**src/rtl/hazard_sequencer.sv**
```systemverilog
// Hazard sequencer for the 5-stage core: load-use bubbles, branch/jump flushes,
// data-memory freeze with timeout detection, and saturating stall/flush counters.
module hazard_sequencer #(
  parameter int i_size  = 32,
  parameter int CNT_W   = 16,
  parameter int TIMEOUT = 64
) (
  input  logic              clk,
  input  logic              rst,
  input  logic [i_size-1:0] id_Instruction,
  input  logic              ex_memread,
  input  logic [4:0]        ex_rt,
  input  logic              mem_branch_taken,
  input  logic              mem_access,
  input  logic              mem_ready,
  output logic              pc_write,
  output logic              if_id_write,
  output logic              if_flush,
  output logic              ex_flush,
  output logic              ID_flush_lw_stall,
  output logic              ID_flush_branch,
  output logic              pipe_freeze,
  output logic              mem_err,
  output logic [CNT_W-1:0]  stall_cnt,
  output logic [CNT_W-1:0]  flush_cnt
);

  localparam int WAIT_W = $clog2(TIMEOUT + 1);

  typedef enum logic [1:0] {
    RUN      = 2'd0,
    LU_STALL = 2'd1,
    MEM_WAIT = 2'd2
  } state_t;

  state_t            state_r;
  state_t            state_nx_s;
  logic [WAIT_W-1:0] wait_cnt_r;
  logic              abandon_r;
  logic              mem_err_r;
  logic [CNT_W-1:0]  stall_cnt_r;
  logic [CNT_W-1:0]  flush_cnt_r;

  logic [5:0] opcode_s;
  logic [4:0] rs_s;
  logic [4:0] rt_s;
  logic       uses_rs_s;
  logic       uses_rt_s;
  logic       lu_s;
  logic       lu_act_s;
  logic       jump_s;
  logic       freeze_s;
  logic       timeout_s;
  logic       unused_s;

  assign opcode_s  = id_Instruction[31:26];
  assign rs_s      = id_Instruction[25:21];
  assign rt_s      = id_Instruction[20:16];
  assign unused_s  = ^id_Instruction[15:0];

  assign uses_rt_s = (opcode_s == 6'd0) || (opcode_s == 6'd2) || (opcode_s == 6'd3);
  assign uses_rs_s = uses_rt_s || (opcode_s == 6'd1);
  assign lu_s      = ex_memread && (ex_rt != 5'd0) &&
                     ((uses_rs_s && (rs_s == ex_rt)) || (uses_rt_s && (rt_s == ex_rt)));
  assign lu_act_s  = lu_s && (state_r == RUN);
  assign jump_s    = (opcode_s == 6'd4);

  // The cycle after a timeout is forced unfrozen so the abandoned access lets the pipe move.
  assign freeze_s  = mem_access && !mem_ready && !abandon_r;
  assign timeout_s = freeze_s && (wait_cnt_r == WAIT_W'(TIMEOUT - 1));

  // State register
  always_ff @(posedge clk or negedge rst) begin
    if (!rst) begin
      state_r <= RUN;
    end else begin
      state_r <= state_nx_s;
    end
  end

  // Next-state decode; every state shares the freeze > branch > jump > load-use priority
  always_comb begin
    state_nx_s = RUN;
    case (state_r)
      RUN, LU_STALL, MEM_WAIT: begin
        if (freeze_s && !timeout_s) begin
          state_nx_s = MEM_WAIT;
        end else if (mem_branch_taken || jump_s) begin
          state_nx_s = RUN;
        end else if (lu_act_s) begin
          state_nx_s = LU_STALL;
        end else begin
          state_nx_s = RUN;
        end
      end
      default: state_nx_s = RUN;
    endcase
  end

  // Output decode; everything held low while reset is asserted
  always_comb begin
    pc_write          = 1'b0;
    if_id_write       = 1'b0;
    if_flush          = 1'b0;
    ex_flush          = 1'b0;
    ID_flush_lw_stall = 1'b0;
    ID_flush_branch   = 1'b0;
    pipe_freeze       = 1'b0;
    if (!rst) begin
      pc_write = 1'b0;
    end else if (freeze_s) begin
      pipe_freeze = 1'b1;
    end else if (mem_branch_taken) begin
      pc_write        = 1'b1;
      if_id_write     = 1'b1;
      if_flush        = 1'b1;
      ex_flush        = 1'b1;
      ID_flush_branch = 1'b1;
    end else if (jump_s) begin
      pc_write        = 1'b1;
      if_id_write     = 1'b1;
      if_flush        = 1'b1;
      ID_flush_branch = 1'b1;
    end else if (lu_act_s) begin
      ID_flush_lw_stall = 1'b1;
    end else begin
      pc_write    = 1'b1;
      if_id_write = 1'b1;
    end
  end

  // Memory wait counter, abandon marker and sticky timeout error
  always_ff @(posedge clk or negedge rst) begin
    if (!rst) begin
      wait_cnt_r <= {WAIT_W{1'b0}};
      abandon_r  <= 1'b0;
      mem_err_r  <= 1'b0;
    end else begin
      if (freeze_s && !timeout_s) begin
        wait_cnt_r <= wait_cnt_r + WAIT_W'(1);
      end else begin
        wait_cnt_r <= {WAIT_W{1'b0}};
      end
      abandon_r <= timeout_s;
      mem_err_r <= mem_err_r | timeout_s;
    end
  end

  // Saturating performance counters
  always_ff @(posedge clk or negedge rst) begin
    if (!rst) begin
      stall_cnt_r <= {CNT_W{1'b0}};
      flush_cnt_r <= {CNT_W{1'b0}};
    end else begin
      if ((ID_flush_lw_stall || pipe_freeze) && (stall_cnt_r != {CNT_W{1'b1}})) begin
        stall_cnt_r <= stall_cnt_r + CNT_W'(1);
      end else begin
        stall_cnt_r <= stall_cnt_r;
      end
      if (ID_flush_branch && (flush_cnt_r != {CNT_W{1'b1}})) begin
        flush_cnt_r <= flush_cnt_r + CNT_W'(1);
      end else begin
        flush_cnt_r <= flush_cnt_r;
      end
    end
  end

  assign mem_err   = mem_err_r;
  assign stall_cnt = stall_cnt_r;
  assign flush_cnt = flush_cnt_r;

endmodule

```
**config.mk**
```make
export PLATFORM = sky130hd
export DESIGN_NAME = hazard_sequencer
export DESIGN_NICKNAME = d
export VERILOG_FILES = /design/src/rtl/hazard_sequencer.sv
export SDC_FILE = /design/constraint.sdc
export NUM_CORES = 1
export LEC_CHECK = 0
export CORE_UTILIZATION = 41
export CTS_BUF_LIST = sky130_fd_sc_hd__clkbuf_4 sky130_fd_sc_hd__clkbuf_8
export CTS_CLUSTER_DIAMETER = 100
export DETAILED_ROUTE_END_ITERATION = 6
export GPL_TIMING_DRIVEN = 0
export PLACE_DENSITY = 0.85
export SLEW_MARGIN = 20
export SYNTH_ARGS = -nofsm -noshare
export SYNTH_HDL_FRONTEND = slang
export SYNTH_SLANG_ARGS = --single-unit
```
**constraint.sdc**
```tcl
create_clock -name clk -period 1.89 [get_ports clk]
set_clock_uncertainty 0.2 [all_clocks]
set_input_delay 0.378 -clock clk [delete_from_list [all_inputs] [get_ports clk]]
set_output_delay 0.378 -clock clk [all_outputs]
set_load 0.01 [all_outputs]
```
# [Word level (Yosys, flattened, before mapping)]
# Cells that the tools add are included.
[word_totals] reg_bits=43 word_cells=69 out_inout_bits=40
[classes] reduce_logical=24 bitwise_logic=1 n_addsub=3 mux=24 eq_ne=11
[ops] operator="adder 16 x 1 -> 16 bit (second input constant)" count=2
[ops] operator="inequality test 16 bit (second input constant)" count=2
[ops] operator="two-way mux 1 bit" count=21
[ops] operator="equality test 6 x 2 -> 1 bit (second input constant)" count=2
[ops] operator="logical AND 1 bit" count=11
[ops] operator="equality test 5 bit" count=2
[ops] operator="adder 7 x 1 -> 7 bit (second input constant)" count=1
[ops] operator="equality test 7 x 6 -> 1 bit (second input constant)" count=1
[ops] operator="two-way mux 7 bit" count=1
[ops] operator="equality test 6 x 1 -> 1 bit (second input constant)" count=1
[ops] operator="equality test 6 x 3 -> 1 bit (second input constant)" count=1
[ops] operator="zero test 6 bit" count=1
[ops] operator="logical OR 1 bit" count=6
[ops] operator="nonzero test 5 bit" count=1
[ops] operator="two-way mux 2 bit" count=2
[ops] operator="zero test 1 bit" count=3
[ops] operator="OR reduction 3 bit" count=1
[ops] operator="equality test 2 x 1 -> 1 bit (second input constant)" count=1
[ops] operator="equality test 2 bit (second input constant)" count=1
[ops] operator="zero test 2 bit" count=1
[ops] operator="OR 1 bit" count=1

# [Longest topological paths before layout]
# Gate-level depths: netlist (run 1).
[depth] word_depth=15 depth_mapped=7 ltp_nobuf=7

# [Worst setup path after synthesis (run 1)]
# OpenSTA, ideal clock, no wires.
[synth_path] path_kind="input-to-output" start="input port ex_rt[1]" end="output port pc_write" n_path_buf=1 slack_ns=-0.293 cell_stages=5 required_ns=1.312 arrival_ns=1.605 cell_sequence="or4_1 o211ai_1 nor2_1 a21oi_1 buf_4"
[synth_between] elab_chain_cells=10 elab_cells_between_ends=14 classes_between="eq/ne: 2; mux: 5; reduce/logical: 7"
[synth_rtl] item="start, declared" line_no="12" source="input logic [4:0] ex_rt,"
[synth_rtl] item="equality test 5 bit" line_no="64" source="((uses_rs_s && (rs_s == ex_rt)) || (uses_rt_s && (rt_s == ex_rt)));"
[synth_rtl] item="logical AND 1 bit" line_no="64"
[synth_rtl] item="logical OR 1 bit" line_no="64"
[synth_rtl] item="logical AND 1 bit (*)" line_no="63" source="assign lu_s = ex_memread && (ex_rt != 5'd0) &&"
[synth_rtl] item="logical AND 1 bit (*)" line_no="65" source="assign lu_act_s = lu_s && (state_r == RUN);"
[synth_rtl] item="two-way mux 1 bit (*) (5 in a row)"
[synth_rtl] item="end, declared" line_no="16" source="output logic pc_write,"
# Mark *: on every way between the ends. The rest lies on a longest branch, timed or not.

# [Final worst setup path (run 1)]
[layout_path] start="input port ex_rt[4]" end="output port pc_write"
[layout_between] elab_chain_cells=10 elab_cells_between_ends=14 classes_between="eq/ne: 2; mux: 5; reduce/logical: 7"
[layout_rtl] item="equality test 5 bit" line_no="64"
[layout_rtl] item="logical AND 1 bit" line_no="64"
[layout_rtl] item="logical OR 1 bit" line_no="64"
[layout_rtl] item="logical AND 1 bit (*)" line_no="63"
[layout_rtl] item="logical AND 1 bit (*)" line_no="65"
[layout_rtl] item="two-way mux 1 bit (*)" line_no="124" source="end else if (lu_act_s) begin"
[layout_rtl] item="two-way mux 1 bit (*)" line_no="119" source="end else if (jump_s) begin"
[layout_rtl] item="two-way mux 1 bit (*)" line_no="113" source="end else if (mem_branch_taken) begin"
[layout_rtl] item="two-way mux 1 bit (*)" line_no="111" source="end else if (freeze_s) begin"
[layout_rtl] item="two-way mux 1 bit (*)" line_no="109" source="if (!rst) begin"
# Marked as above.

==> run metrics, run 1 <==
run status finished, violations left; violations in the final reports negative setup slack; count of standard-cell rows 26; mean post-synth cell area 10.4 um^2; critical path class in2out; share of the cycle needed by the critical path after routing 126%; Detailed Route WL 8220 um; total via count after detailed routing 2,241; leading cell types in the layout, fill and taps excluded sky130_fd_sc_hd__buf_4 (49), sky130_fd_sc_hd__dfrtp_1 (40), sky130_fd_sc_hd__buf_6 (21), sky130_fd_sc_hd__xor2_1 (19); number of max-capacitance violations reported 0; DRC Markers 0; number of hold-slack violations in the final timing report 0; # IOs 83; number of flip-flops and latches in the synthesized netlist 43; most common library cell in the layout ignoring fill and taps sky130_fd_sc_hd__buf_4; area of the die approximately 0.0057 mm^2; FMAX ~420 MHz; GRT Overall Usage 24.8%; first-pass GRT wire length 10,200 um; Min-Delay Path Class reg2reg; startpoint type of the worst setup path input port; Layout Cell Area excl Fill 0.00400 mm^2; detailed placement HPWL about 3900 um; post-synthesis cell area 0.00220 mm^2; worst skew pair latency 0.30 ns; fraction of registers with async set or reset after synthesis 100%; kind of capture point of the worst setup path primary output; vertical die dimension 75.3 um; Area Overhead vs Synth 81.4%; initial core utilization 42.9%; post-layout min period 2.39 ns; instance count of the mapped netlist 211; sinks on the clock net 43; relative slew slack about 50%; CTS H-Tree Depth 2; Critical Path AT 1.81 ns; ranking of synthesized cells by area sky130_fd_sc_hd__dfrtp_1 (49%), sky130_fd_sc_hd__xnor2_1 (9.1%), sky130_fd_sc_hd__xor2_1 (7.5%), sky130_fd_sc_hd__nand2_1 (3.7%), sky130_fd_sc_hd__nor2_1 (3.2%); Core Area roughly 0.0051 mm^2; clock tree from TritonCTS done; final number of max-transition violations 0; instance area at placement 0.00305 mm^2; average wire length per cell after detail routing ~20 um; Synth Warn # 0; GPL Wtd Cong just over 0.8; library cell used as clock root buffer sky130_fd_sc_hd__clkbuf_8; Worst Path Required 1.31 ns; largest net degree at the start of global routing 17; Die Span X 75.3 um; maximum ir drop on the vdd rail 0.552 mV; Static Leakage ~2.1 nW; final worst-path setup slack -0.501 ns; final layout net count 393; number of antenna violations at the first check in global routing 2; first-pass iteration count of the detailed router 4; Max FO, Critical Path 2; power per unit of standard cell area 700 mW/mm^2; Unique masters post-synth 40; fraction of synthesized cell area taken by the top area cell type 48.8%; largest area contributor in the synthesized netlist sky130_fd_sc_hd__dfrtp_1; sequential area share after synthesis 48.8%; transition time at the pin with the least slew margin 0.734 ns; number of global-route vias before repair between 2,000 and 2,500; port buffer count 66; DRT iter0 DRCs 98; remaining number of nets flagged by the antenna check after routing 0; number of fillers in the final layout 304; post-place setup slack -1.19 ns; aggregate global routing overflow 0; number of synthesized flops with an enable pin 0; CTS buffer count 5; CTS clock-pin slew for the worst setup and hold paths 0.07 ns; DR vias/cell ~5.3; commonest register cell after synthesis sky130_fd_sc_hd__dfrtp_1; maximum number of buffers from clock root to sink 2; fraction of layout cells with a size suffix above 1 44.3%; Post-Syn Nets 257; Finish-stage setup viols 38; utilization after layout between 70 and 80%; unrepaired setup endpoints after global routing true
worst max-delay path: stages:
cell and delay [ns]:
sky130_fd_sc_hd__buf_8 0.09, sky130_fd_sc_hd__or4_4 0.51, sky130_fd_sc_hd__o211ai_1 0.22, sky130_fd_sc_hd__nor2_2 0.08, sky130_fd_sc_hd__buf_6 0.13, sky130_fd_sc_hd__a21oi_4 0.18, sky130_fd_sc_hd__buf_6 0.12, sky130_fd_sc_hd__buf_6 0.09
state kept, by name (all words and copies together), names as in the netlist:
| name | count |
|---|---|
| flush_cnt | 16 |
| stall_cnt | 16 |
| wait_cnt_r | 7 |
| state_r | 2 |
| abandon_r | 1 |
| mem_err | 1 |
area by class of cell:
type / instances / area (um^2) / share of cell area [%]
tap: 70 / 87.6 / 2.19
clock buffer: 7 / 96.3 / 2.41
clock inverter: 1 / 7.51 / 0.188
multi-input combinational: 159 / 1430 / 35.6
inverter: 3 / 11.3 / 0.282
antenna: 2 / 5.00 / 0.125
sequential: 43 / 1080 / 27.0
buffer: 3 / 30.0 / 0.751
timing repair buffer: 132 / 1260 / 31.4
cell usage after synthesis, types with 2 or more instances:
library cell and n:
sky130_fd_sc_hd__xor2_1 19, sky130_fd_sc_hd__nand4_1 7, sky130_fd_sc_hd__and3_1 7, sky130_fd_sc_hd__nand3_1 14
sky130_fd_sc_hd__dfrtp_1 43, sky130_fd_sc_hd__nor3b_1 4, sky130_fd_sc_hd__buf_4 3, sky130_fd_sc_hd__or2_2 2
sky130_fd_sc_hd__nand2_1 22, sky130_fd_sc_hd__a21oi_1 2, sky130_fd_sc_hd__xnor2_1 23, sky130_fd_sc_hd__nor3_1 11
sky130_fd_sc_hd__o21ai_0 2, sky130_fd_sc_hd__and4_1 2, sky130_fd_sc_hd__clkbuf_1 2, sky130_fd_sc_hd__inv_1 3
sky130_fd_sc_hd__ha_1 3, sky130_fd_sc_hd__a31oi_1 2, sky130_fd_sc_hd__nor2_1 19
routing by layer:
| layer | vias to the layer above | GRT usage, % | part of all wire, % |
|---|---|---|---|
| li1 | 999 | - | - |
| met1 | 1085 | 26.1 | 35 |
| met2 | 111 | 46.5 | 52 |
| met3 | 46 | 5.69 | 5.3 |
| met4 | 0 | 11.9 | 7.1 |
| met5 | - | 0 | 0 |
through the flow:
| stage | setup TNS [ns] | total power, mW | instances | hold WS (ns) |
|---|---|---|---|---|
| after floorplan | -3.52 | 1.42 | 211 | -0.118 |
| after global placement | -105.10 | 1.76 | 347 | 0.251 |
| after detailed placement | -30.70 | 1.79 | 348 | 0.0824 |
| after CTS | -7.75 | 2.63 | 401 | 0.260 |
| after global routing | -12.12 | 2.91 | 420 | 0.307 |
| final | -10.17 | 2.80 | 420 | 0.262 |
cells by family (layout without fill, tap and decap cells):
| family | count (synthesis) | count (layout) | share of synthesized area (%) |
|---|---|---|---|
| xor gates and xnor gates | 43 | 43 | 17.4 |
| AOI/OAI and AO/OA | 14 | 14 | 5.45 |
| and+or+nand+nor | 98 | 98 | 23.7 |
| adders and majority gates | 3 | 3 | 1.70 |
| muxes | 1 | 1 | 0.511 |
| other | 0 | 2 | 0 |
| DFF | 43 | 43 | 48.8 |
| buffers and inverters | 9 | 146 | 2.38 |
report_power, final:
| part | total, mW | switching, mW | internal [mW] |
|---|---|---|---|
| combinational | 1.01 | 0.447 | 0.561 |
| clock | 0.666 | 0.333 | 0.333 |
| sequential | 1.12 | 0.101 | 1.02 |
worst paths after layout:
path	from	endpoint	slack (ns)	cells past startpoint
min reg2reg	wait_cnt_r[0]	wait_cnt_r[0]	0.26	1
max	ex_rt[4]	pc_write	-0.50	8
max in group asynchronous	rst	stall_cnt[5]	0.45	3
max reg2reg	flush_cnt[8]	flush_cnt[15]	-0.34	7
min	wait_cnt_r[0]	wait_cnt_r[0]	0.26	1
min in group asynchronous	rst	flush_cnt[9]	0.38	2
what timing repair did:
item | 4_1_cts | 5_1_grt
cloned | 2 | 0
endpoints found under the setup margin | 52 | 57
endpoints found under the hold margin | 27 | 0
pin swaps | 23 | 32
hold buffers | 3 | 0
gates resized for setup | 121 | 52
buffers inserted | 41 | 21
No activity file was read; power rests on OpenSTA's default activity.
==> run 2: changes to the inputs <==
--- a/config.mk
+++ b/config.mk
@@ -11,7 +11,7 @@
 export DETAILED_ROUTE_END_ITERATION = 6
 export GPL_TIMING_DRIVEN = 0
 export PLACE_DENSITY = 0.85
-export SLEW_MARGIN = 20
+export SLEW_MARGIN = 10
 export SYNTH_ARGS = -nofsm -noshare
 export SYNTH_HDL_FRONTEND = slang
 export SYNTH_SLANG_ARGS = --single-unit
==> run 2 against run 1 <==
Against the previous run:
- the flow still finishes with violations (negative setup slack)
- non-clock buffer count decreased by 15
- first-iteration DRC count increased by 19%
- cell count decreased by 4.0%
- via count decreased by 6.2%
- register-to-register slack improved by 0.04 ns
- sequential cell count unchanged
- critical path depth unchanged
- clock power decreased by 8.7%
- die area unchanged
- worst hold slack got worse by 0.0013 ns
- critical endpoint unchanged
- largest cell class unchanged
- largest power group unchanged
==> run metrics, run 2 (synthesis results as in run 1) <==
vertical die dimension 75.3 um; Sum Neg Setup Slack -8.66 ns; Finish-stage setup viols 36; sum of internal, switching and leakage power around 2.7 mW; final number of max-transition violations 0; clock tree from TritonCTS done; DR vias/cell 5.21; maximum ir drop on the vdd rail 0.560 mV; final worst-path setup slack -0.440 ns; fraction of layout cells with a size suffix above 1 39.0%; DRT iter0 DRCs 117; final layout net count 378; # IOs 83; GRT Overall Usage 24.9%; utilization after layout 73.2%; number of global-route vias before repair 2,158; total via count after detailed routing about 2,100; critical path class in2out; count of standard-cell rows 26; Worst Path Required 1.31 ns; average wire length per cell after detail routing 18.0 um; unrepaired setup endpoints after global routing true; sinks on the clock net 43; CTS buffer count 5; power per unit of standard cell area 706 mW/mm^2; Detailed Route WL 7250 um; post-layout min period 2.33 ns; remaining number of nets flagged by the antenna check after routing 0; instance area at placement 0.00305 mm^2; aggregate global routing overflow 0; leading cell types in the layout, fill and taps excluded sky130_fd_sc_hd__dfrtp_1 (37), sky130_fd_sc_hd__buf_4 (34), sky130_fd_sc_hd__clkdlybuf4s50_1 (22), sky130_fd_sc_hd__xnor2_1 (21); CTS H-Tree Depth 2; detailed placement HPWL 3760 um; library cell used as clock root buffer sky130_fd_sc_hd__clkbuf_8; violations in the final reports negative setup slack; Hold Worst Slack 0.261 ns; run status finished, violations left; maximum number of buffers from clock root to sink 2; Die Span X between 70 and 80 um; number of hold-slack violations in the final timing report 0; Max FO, Critical Path 2; share of the cycle needed by the critical path after routing 123%; most common library cell in the layout ignoring fill and taps sky130_fd_sc_hd__dfrtp_1; port buffer count 66; worst skew pair latency 0.30 ns; DRC Markers 0; Min-Delay Path Class reg2reg; Area Overhead vs Synth 70.7%; largest net degree at the start of global routing 20; antenna diode count 0; RR Endpoint flush_cnt[3]; number of antenna violations at the first check in global routing 0; count of cells along the worst register-to-register path 8; critical path endpoint pc_write; relative slew slack between 40% and 50%; GPL Wtd Cong 0.805; first-pass GRT wire length roughly 10,000 um; Critical Path AT 1.75 ns; kind of capture point of the worst setup path primary output; area of the die 0.00567 mm^2; CTS clock-pin slew for the worst setup and hold paths 0.07 ns; Layout Cell Area excl Fill 0.00376 mm^2; startpoint of the most critical hold path wait_cnt_r[0]; reg2reg start flush_cnt[1]; Critical path origin ex_rt[2]; number of max-capacitance violations reported 0; first-pass iteration count of the detailed router 4; Static Leakage 1.91 nW; number of fillers in the final layout roughly 360; FMAX 429 MHz; reg-to-reg slack, setup -0.30 ns; initial core utilization 42.9%; transition time at the pin with the least slew margin roughly 0.85 ns; Core Area between 0.005 and 0.006 mm^2; startpoint type of the worst setup path input port
[run 2: power breakdown]
| group | total [mW] | switching (mW) | internal (mW) | leakage (nW) |
|---|---|---|---|---|
| Clock | 0.608 | 0.319 | 0.288 | 0.0491 |
| Sequential | 1.14 | 0.112 | 1.02 | 0.567 |
| Combinational | 0.911 | 0.397 | 0.514 | 1.29 |
[run 2: metal layers]
metal	track usage, %	wire length, um	vias up
li1	-	-	966
met1	27.7	2810	1035
met2	45.1	3870	70
met3	4.76	301	30
met4	13.2	268	0
met5	0	0	-
[run 2: worst max-delay path, stage by stage]
cell and delay, ns:
sky130_fd_sc_hd__buf_8 0.09, sky130_fd_sc_hd__or4_4 0.52, sky130_fd_sc_hd__o211ai_1 0.23, sky130_fd_sc_hd__nor2_2 0.08, sky130_fd_sc_hd__buf_6 0.13, sky130_fd_sc_hd__a21oi_4 0.13, sky130_fd_sc_hd__buf_6 0.11, sky130_fd_sc_hd__buf_6 0.09
[run 2: how the worst min path moves through the flow]
| stage | slack, ns | cells after the start | to |
|---|---|---|---|
| after floorplan | -0.12 | 0 | abandon_r |
| after global placement | 0.25 | 1 | wait_cnt_r[0] |
| after detailed placement | 0.03 | 1 | flush_cnt[5] |
| after CTS | 0.26 | 1 | wait_cnt_r[0] |
| after global routing | 0.30 | 1 | wait_cnt_r[0] |
| final | 0.26 | 1 | wait_cnt_r[0] |
[run 2: repair_timing]
action                                 CTS  global route
gates cloned                             2             0
pin swaps                               28            24
endpoints found under the hold margin   24             0
gates resized for setup                110            41
buffers inserted                        35            16
hold buffers                             3             0
setup endpoints to repair               50            57
[run 2: per-stage QoR]
stage | instances | setup slack [ns]
2_1_floorplan | 211 | -0.208
3_3_place_gp | 347 | -2.18
3_5_place_dp | 348 | -1.21
4_1_cts | 394 | -0.450
5_1_grt | 403 | -0.476
6_report | 403 | -0.440
[run 2: area by class of cell]
type	instances	area [um^2]	share of cell area (%)
Timing Repair Buffer	117	1140	30.3
Buffer	3	30.0	0.798
Clock inverter	1	5.00	0.133
Tap cell	70	87.6	2.33
Multi-Input combinational cell	159	1320	35.2
Clock buffer	7	83.8	2.23
Inverter	3	11.3	0.299
Sequential cell	43	1080	28.8
